**config.mk**
```make
export PLATFORM = sky130hd
export DESIGN_NAME = step_control
export DESIGN_NICKNAME = d
export VERILOG_FILES = /design/src/rtl/step_control.sv
export SDC_FILE = /design/constraint.sdc
export NUM_CORES = 1
export LEC_CHECK = 0
export CORE_MARGIN = 3
export CORE_UTILIZATION = 35
export CTS_CLUSTER_SIZE = 8
export DETAILED_ROUTE_END_ITERATION = 8
export GPL_ROUTABILITY_DRIVEN = 0
export HOLD_SLACK_MARGIN = 0.1
export PLACE_DENSITY_LB_ADDON = 0.15
export SLEW_MARGIN = 25
export SYNTH_ARGS = -nofsm -noshare
export SYNTH_HDL_FRONTEND = slang
export SYNTH_SLANG_ARGS = --single-unit
```
**constraint.sdc**
```tcl
create_clock -name clock -period 1.85 [get_ports clock]
set_input_delay 0.2775 -clock clock [delete_from_list [all_inputs] [get_ports clock]]
set_output_delay 0.2775 -clock clock [all_outputs]
set_load 0.02 [all_outputs]
```
**src/rtl/step_control.sv**
```systemverilog
// Processor step/run clock-enable controller with debounced step key.
// Optional breakpoint compare is enabled with macro STEP_BREAKPOINT_EN.
module step_control #(
  parameter int unsigned DEBOUNCE_CYCLES = 500000,
  parameter int unsigned RUN_DIV         = 5000000
) (
  input  logic        clock,
  input  logic        reset,
  input  logic        step_key,
  input  logic        run_mode,
  input  logic        halt,
`ifdef STEP_BREAKPOINT_EN
  input  logic [31:0] pc,
  input  logic [31:0] break_addr,
  input  logic        break_valid,
`endif
  output logic        cpu_enable,
  output logic [31:0] step_count,
  output logic [1:0]  state
);

  localparam int unsigned DB_W  = (DEBOUNCE_CYCLES > 1) ? $clog2(DEBOUNCE_CYCLES) : 1;
  localparam int unsigned DIV_W = (RUN_DIV > 1) ? $clog2(RUN_DIV) : 1;
  localparam logic [DB_W-1:0]  DB_LAST  = DB_W'(DEBOUNCE_CYCLES - 1);
  localparam logic [DIV_W-1:0] DIV_LAST = DIV_W'(RUN_DIV - 1);

  typedef enum logic [1:0] {
    IDLE   = 2'b00,
    STEP   = 2'b01,
    RUN    = 2'b10,
    HALTED = 2'b11
  } state_t;

  logic [1:0]       sync_q;
  logic [1:0]       valid_q;
  logic             armed_q;
  logic             key_level_q;
  logic             key_prev_q;
  logic [DB_W-1:0]  db_cnt_q;
  logic [DIV_W-1:0] div_q;
  logic [DIV_W-1:0] div_next;
  logic [31:0]      count_q;
  state_t           state_q;
  state_t           state_next;
  logic             pulse_next;
  logic             press_c;
  logic             bp_hit_c;

  // Synchronize and debounce the key; armed_q blocks a press from a key held through reset.
  always_ff @(posedge clock or negedge reset) begin
    if (!reset) begin
      sync_q      <= 2'b11;
      valid_q     <= 2'b00;
      armed_q     <= 1'b0;
      key_level_q <= 1'b1;
      key_prev_q  <= 1'b1;
      db_cnt_q    <= '0;
    end else begin
      sync_q     <= {sync_q[0], step_key};
      valid_q    <= {valid_q[0], 1'b1};
      key_prev_q <= key_level_q;
      if (valid_q[1] && sync_q[1] && key_level_q) begin
        armed_q <= 1'b1;
      end
      if (sync_q[1] != key_level_q) begin
        if (db_cnt_q == DB_LAST) begin
          key_level_q <= sync_q[1];
          db_cnt_q    <= '0;
        end else begin
          db_cnt_q <= db_cnt_q + DB_W'(1);
        end
      end else begin
        db_cnt_q <= '0;
      end
    end
  end

  assign press_c = armed_q & key_prev_q & ~key_level_q;

`ifdef STEP_BREAKPOINT_EN
  assign bp_hit_c = break_valid && (pc == break_addr) &&
                    ((state_q == RUN) || (state_q == STEP));
`else
  assign bp_hit_c = 1'b0;
`endif

  // Next-state, divider and pulse scheduling; a stop request overrides everything.
  always_comb begin
    state_next = state_q;
    div_next   = div_q;
    pulse_next = 1'b0;
    case (state_q)
      IDLE: begin
        div_next = '0;
        if (run_mode) begin
          state_next = RUN;
        end else if (press_c) begin
          state_next = STEP;
          pulse_next = 1'b1;
        end
      end
      STEP: begin
        div_next   = '0;
        state_next = IDLE;
      end
      RUN: begin
        if (!run_mode) begin
          state_next = IDLE;
          div_next   = '0;
        end else if (div_q == DIV_LAST) begin
          div_next   = '0;
          pulse_next = 1'b1;
        end else begin
          div_next = div_q + DIV_W'(1);
        end
      end
      HALTED: begin
        div_next = '0;
        if (!halt && !run_mode) begin
          state_next = IDLE;
        end
      end
      default: begin
        state_next = IDLE;
        div_next   = '0;
      end
    endcase
    if (halt || bp_hit_c) begin
      state_next = HALTED;
      pulse_next = 1'b0;
      div_next   = '0;
    end
  end

  always_ff @(posedge clock or negedge reset) begin
    if (!reset) begin
      state_q    <= IDLE;
      div_q      <= '0;
      cpu_enable <= 1'b0;
      count_q    <= '0;
    end else begin
      state_q    <= state_next;
      div_q      <= div_next;
      cpu_enable <= pulse_next;
      count_q    <= count_q + 32'(cpu_enable);
    end
  end

  assign step_count = count_q;
  assign state      = state_q;

endmodule

```
[Word-level counts from Yosys, hierarchy flattened]
Cells that the tools add are included.
Cells by class
  add/sub/neg operators: 3
  equal/unequal tests: 9
  mux-type cells: 18
  bitwise logic cells: 3
  reductions and logical operators: 9
Operator list (count)
  two-way mux 23 bit: 3
  case mux 23 bit (2 select lines): 1
  two-way mux 19 bit: 2
  adder 32 x 1 -> 32 bit: 1
  adder 23 x 1 -> 23 bit (second input constant): 1
  equality test 23 bit (second input constant): 1
  adder 19 x 1 -> 19 bit (second input constant): 1
  equality test 19 bit (second input constant): 1
  two-way mux 2 bit: 5
  case mux 2 bit (4 select lines): 1
  != test 3 bit (second input constant): 2
  two-way mux 1 bit: 5
  equality test 2 bit (second input constant): 2
  != test 4 bit (second input constant): 1
  logical AND 1 bit: 3
  AND reduction 3 bit: 1
  OR reduction 3 bit: 1
  AND 1 bit: 2
  equality test 2 x 1 -> 1 bit (second input constant): 1
  zero test 1 bit: 2
  zero test 2 bit: 1
  case mux 1 bit (2 select lines): 1
  AND reduction 2 bit: 1
  != test 1 bit: 1
  NOT 1 bit: 1
Word-level totals
  flip-flop bits (word level): 84
  word-level logic and storage cells: 52

[Logic depth before layout (Yosys ltp)]
  depth after elaboration: 6
  depth in mapped cells: 7
  gate-level depth less buffers: 5

[Worst setup path before layout]
No wires, ideal clock.
  path kind: flip-flop to flip-flop
  start point: register div_q[0]
  end point: register div_q[20]
  setup time: 0.078 ns
  data arrival time: 1.973 ns
  setup slack: -0.201 ns
  cell stages (with the launch flop): 8
  clock period less this slack: 2.051 ns
  cells stage by stage: dfrtp_1 > ha_1 > clkbuf_1 > inv_1 > or4_1 > clkbuf_2 > or4_1 > a21oi_1
On the way
  word-level cells in the longest chain between the ends: 5
  elaborated cells between the ends (all ways): 6
  those cells by class: 1 x add/sub; 1 x eq/ne; 4 x mux
Ends and longest elaborated chain
  from (decl): RTL line 40  | logic [DIV_W-1:0] div_q;
  from (signal assigned): RTL line 143  | div_q <= div_next;
  adder 23 x 1 -> 23 bit or equality test 23 bit (tied branches): RTL line 114, 110
  two-way mux 23 bit *: RTL line 110  | end else if (div_q == DIV_LAST) begin
  two-way mux 23 bit *: RTL line 107  | if (!run_mode) begin
  case mux 23 bit (2 select lines) *: RTL line 92  | case (state_q)
  two-way mux 23 bit *: RTL line 128  | if (halt || bp_hit_c) begin
  net div_next[20]: RTL line 41  | logic [DIV_W-1:0] div_next;
Mark *: on every way through the listed nets, which the timed path passes. The rest lies on a longest branch.
A chain may end at the register's enable or synchronous reset.

[Worst setup path after layout]
  start point: register db_cnt_q[11]
  end point: register db_cnt_q[14]
On the way
  word-level cells in the longest chain between the ends: 3
  elaborated cells between the ends (all ways): 4
  those cells by class: 1 x add/sub; 1 x eq/ne; 2 x mux
Ends and longest elaborated chain
  from (decl): RTL line 39  | logic [DB_W-1:0] db_cnt_q;
  from (signal assigned): RTL line 70  | db_cnt_q <= db_cnt_q + DB_W'(1);
  adder 19 x 1 -> 19 bit or equality test 19 bit (tied branches): RTL line 70, 66
  two-way mux 19 bit *: RTL line 66  | if (db_cnt_q == DB_LAST) begin
  two-way mux 19 bit *: RTL line 65  | if (sync_q[1] != key_level_q) begin
Mark *: on every way between the ends. The rest lies on a longest branch, timed or not.

==> flow_summary.ini <==
[run_status]
status = finished with violations
violations = setup timing

[layout]
multi_input_area_sq_mm = 0.00174
regArea_sq_mm = 0.00211
nets = 461
final_common_cell = dfrtp_1
nFillCells = 1038
antennaDiodeCount = 0
mostFrequentLayoutCells = dfrtp_1 (80), buf_4 (42), clkdlybuf4s50_1 (38)
fin_cells = 597
areaGrowthSynthToFinish_pct = 27.1
layout-drive-gt1-share = 0.195

[synth]
synthDistinctLibCells = 43
synth_edf_count = 0
syn_inst = 370
yosys_warnings = 0
synth_nets = 379
synth_seq_area_share = 0.537
ys_ff_latch = 84
synthesis.area_sq_mm = 0.00393
async_flop_share = 1.00
synthFlopType = dfrtp_1
avgSynthCellArea_sq_um = 10.6

[clock_tree]
cts_tree = done
h-tree-depth = 3
worstSkewPairLatency_ps = 360
clock-sinks = 84
numCtsBuffers = 9
clk_pin_slew_ps = 90
cts_root_buffer = clkbuf_8
clock_path_buffers = 2

[floorplan]
die-area_sq_mm = 0.0125
start_util = 0.360
die_h_um = 112
io_pins = 40
die_w_um = 112
core_area_sq_mm = 0.0109
rows = 38

[sta]
finClkSkew_ps = 8.47
period_minus_slack_ps = 1990
final-hold-violation-count = 0
finalWorstSetupSlack_ps = -139
setup-violations-final = 19
post-route-period-util = 1.08
rsz0062_at_grt = true
tns_ps = -2350
fmax_mhz = 503
slew_viol_final = 0

[power]
vdd_drop_max_mv = 0.261
p_leak_nw = 2.10
pwr-share-comb = 0.035
intPower_mw = 2.43
p_clk_frac = 0.386
pwr-share-seq = 0.579
switchingPower_uw = 792
p_per_area_mw_per_mm2 = 645
swShare = 0.246

[global_routing]
grt_pass1_vias = 2988
antenna_found_initial = 0
grt_start_max_net_pins = 33
track_usage = 0.140
grt_pass1_wl_mm = 14.4
grt_overflow = 0

[detailed_routing]
via_per_inst = 5.01
first_pass_iters = 4
vias = 2992
wl_per_cell_um = 13.5
route.detailed.drc = 0
wl_mm = 8.08
drt_iter0_drc = 135
ant_nets = 0

[job]
maxCapViolations = 0

[worst_setup_path]
worst-path-max-fanout = 11
crit_required_ps = 2090
start_kind = flop
ff2ff_path_depth = 5
crit_type = flop to flop
crit_arrival_ps = 2230
end_kind = flop

[placed_design]
dpl.hpwl_mm = 5.81
numPortBuffers = 39
placed_cells = 579

[min_path]
hp-class = input port to flop
hold_path_depth = 1
-- power groups by stage --
stage / logic [mW] / clock network (mW) / registers (mW)
finish: 0.112 / 1.24 / 1.86
global route: 0.129 / 1.37 / 1.87
CTS: 0.117 / 1.29 / 1.86
detailed placement: 0.115 / 0 / 1.90
global placement: 0.113 / 0 / 1.90
floorplan: 0.0342 / 0 / 1.90
-- synth_stat cells (6+ instances only) --
cell	count	area, sq um
a21oi_1	14	70.1
and2_1	6	37.5
and4_1	6	52.6
clkbuf_1	7	26.3
dfrtp_1	80	2000
inv_1	8	30.0
nand2_1	22	82.6
nand3_1	27	135
nand4_1	21	131
nor2_1	23	86.3
nor2_2	10	62.6
nor3_1	8	40.0
nor4_1	13	81.3
o21ai_0	10	50.1
or3_1	11	68.8
or4_1	7	52.6
xnor2_1	27	236
xor2_1	28	245
-- stage by stage --
| stage | util | hold WS (ps) | total power [mW] | instance area, sq um | setup WS [ps] |
|---|---|---|---|---|---|
| 6_report | 0.458 | 313 | 3.22 | 4990 | -139 |
| 5_1_grt | 0.458 | 289 | 3.36 | 4990 | -203 |
| 4_1_cts | 0.457 | 293 | 3.27 | 4970 | -146 |
| 3_5_place_dp | 0.438 | 235 | 2.02 | 4770 | -129 |
| 3_3_place_gp | 0.438 | 238 | 2.01 | 4770 | -105 |
| 2_1_floorplan | - | -18.1 | 1.94 | 3950 | -165 |
-- worst max-delay path: stages, from the launching register on --
cell,delay (ps)
dfrtp_1,380
or4_1,510
or4_4,560
o21ai_4,200
buf_12,160
a21oi_1,50
-- sequential cells by signal (all words and copies together) (netlist names) --
| signal | count |
|---|---|
| db_cnt_q | 19 |
| state | 2 |
| step_count | 32 |
| valid_q | 2 |
| armed_q | 1 |
| key_prev_q | 1 |
| div_q | 23 |
| key_level_q | 1 |
| sync_q | 2 |
| cpu_enable | 1 |
-- area by class of cell --
| class | instances | share of cell area |
|---|---|---|
| well taps | 140 | 0.0351 |
| clock inverters | 6 | 0.00978 |
| repair buffers | 83 | 0.149 |
| multi-input cells | 266 | 0.350 |
| clock buffers | 10 | 0.0276 |
| flip-flops and latches | 84 | 0.422 |
| inverters | 8 | 0.00602 |
-- logic make-up after synthesis --
| kind of cell | Yosys count | synth area share |
|---|---|---|
| AO/OA/AOI/OAI | 34 | 0.0513 |
| XOR/XNOR | 55 | 0.123 |
| adder cells (fa/ha/maj) | 4 | 0.0128 |
| buffers and inverters | 20 | 0.0242 |
| flip-flops | 84 | 0.537 |
| multiplexers | 1 | 0.00287 |
| other | 1 | 0.000955 |
| AND/OR/NAND/NOR | 171 | 0.248 |
-- final timing paths --
check                             start        endpoint  slack [ps]
min in group asynchronous         reset  step_count[14]         380
hold / removal                 step_key       sync_q[0]         310
setup reg to reg           db_cnt_q[11]    db_cnt_q[14]        -140
setup / recovery           db_cnt_q[11]    db_cnt_q[14]        -140
hold reg to reg              valid_q[0]      valid_q[1]         360
max in group asynchronous         reset       div_q[10]         860
-- per-layer routing --
metal | wire, um | vias up | global-route usage
li1 | - | 1479 | -
met1 | 4010 | 1439 | 0.199
met2 | 3560 | 64 | 0.212
met3 | 358 | 10 | 0.0228
met4 | 143 | 0 | 0.0584
met5 | 0 | - | 0
-- repair_timing --
action,in CTS,in global routing
gates resized for setup,2,3
endpoints found under the setup margin,22,23
hold endpoints to repair,26,0
setup buffers,0,1
pin swaps,0,1
hold buffers,1,0
(Power assumes the default switching activity.)
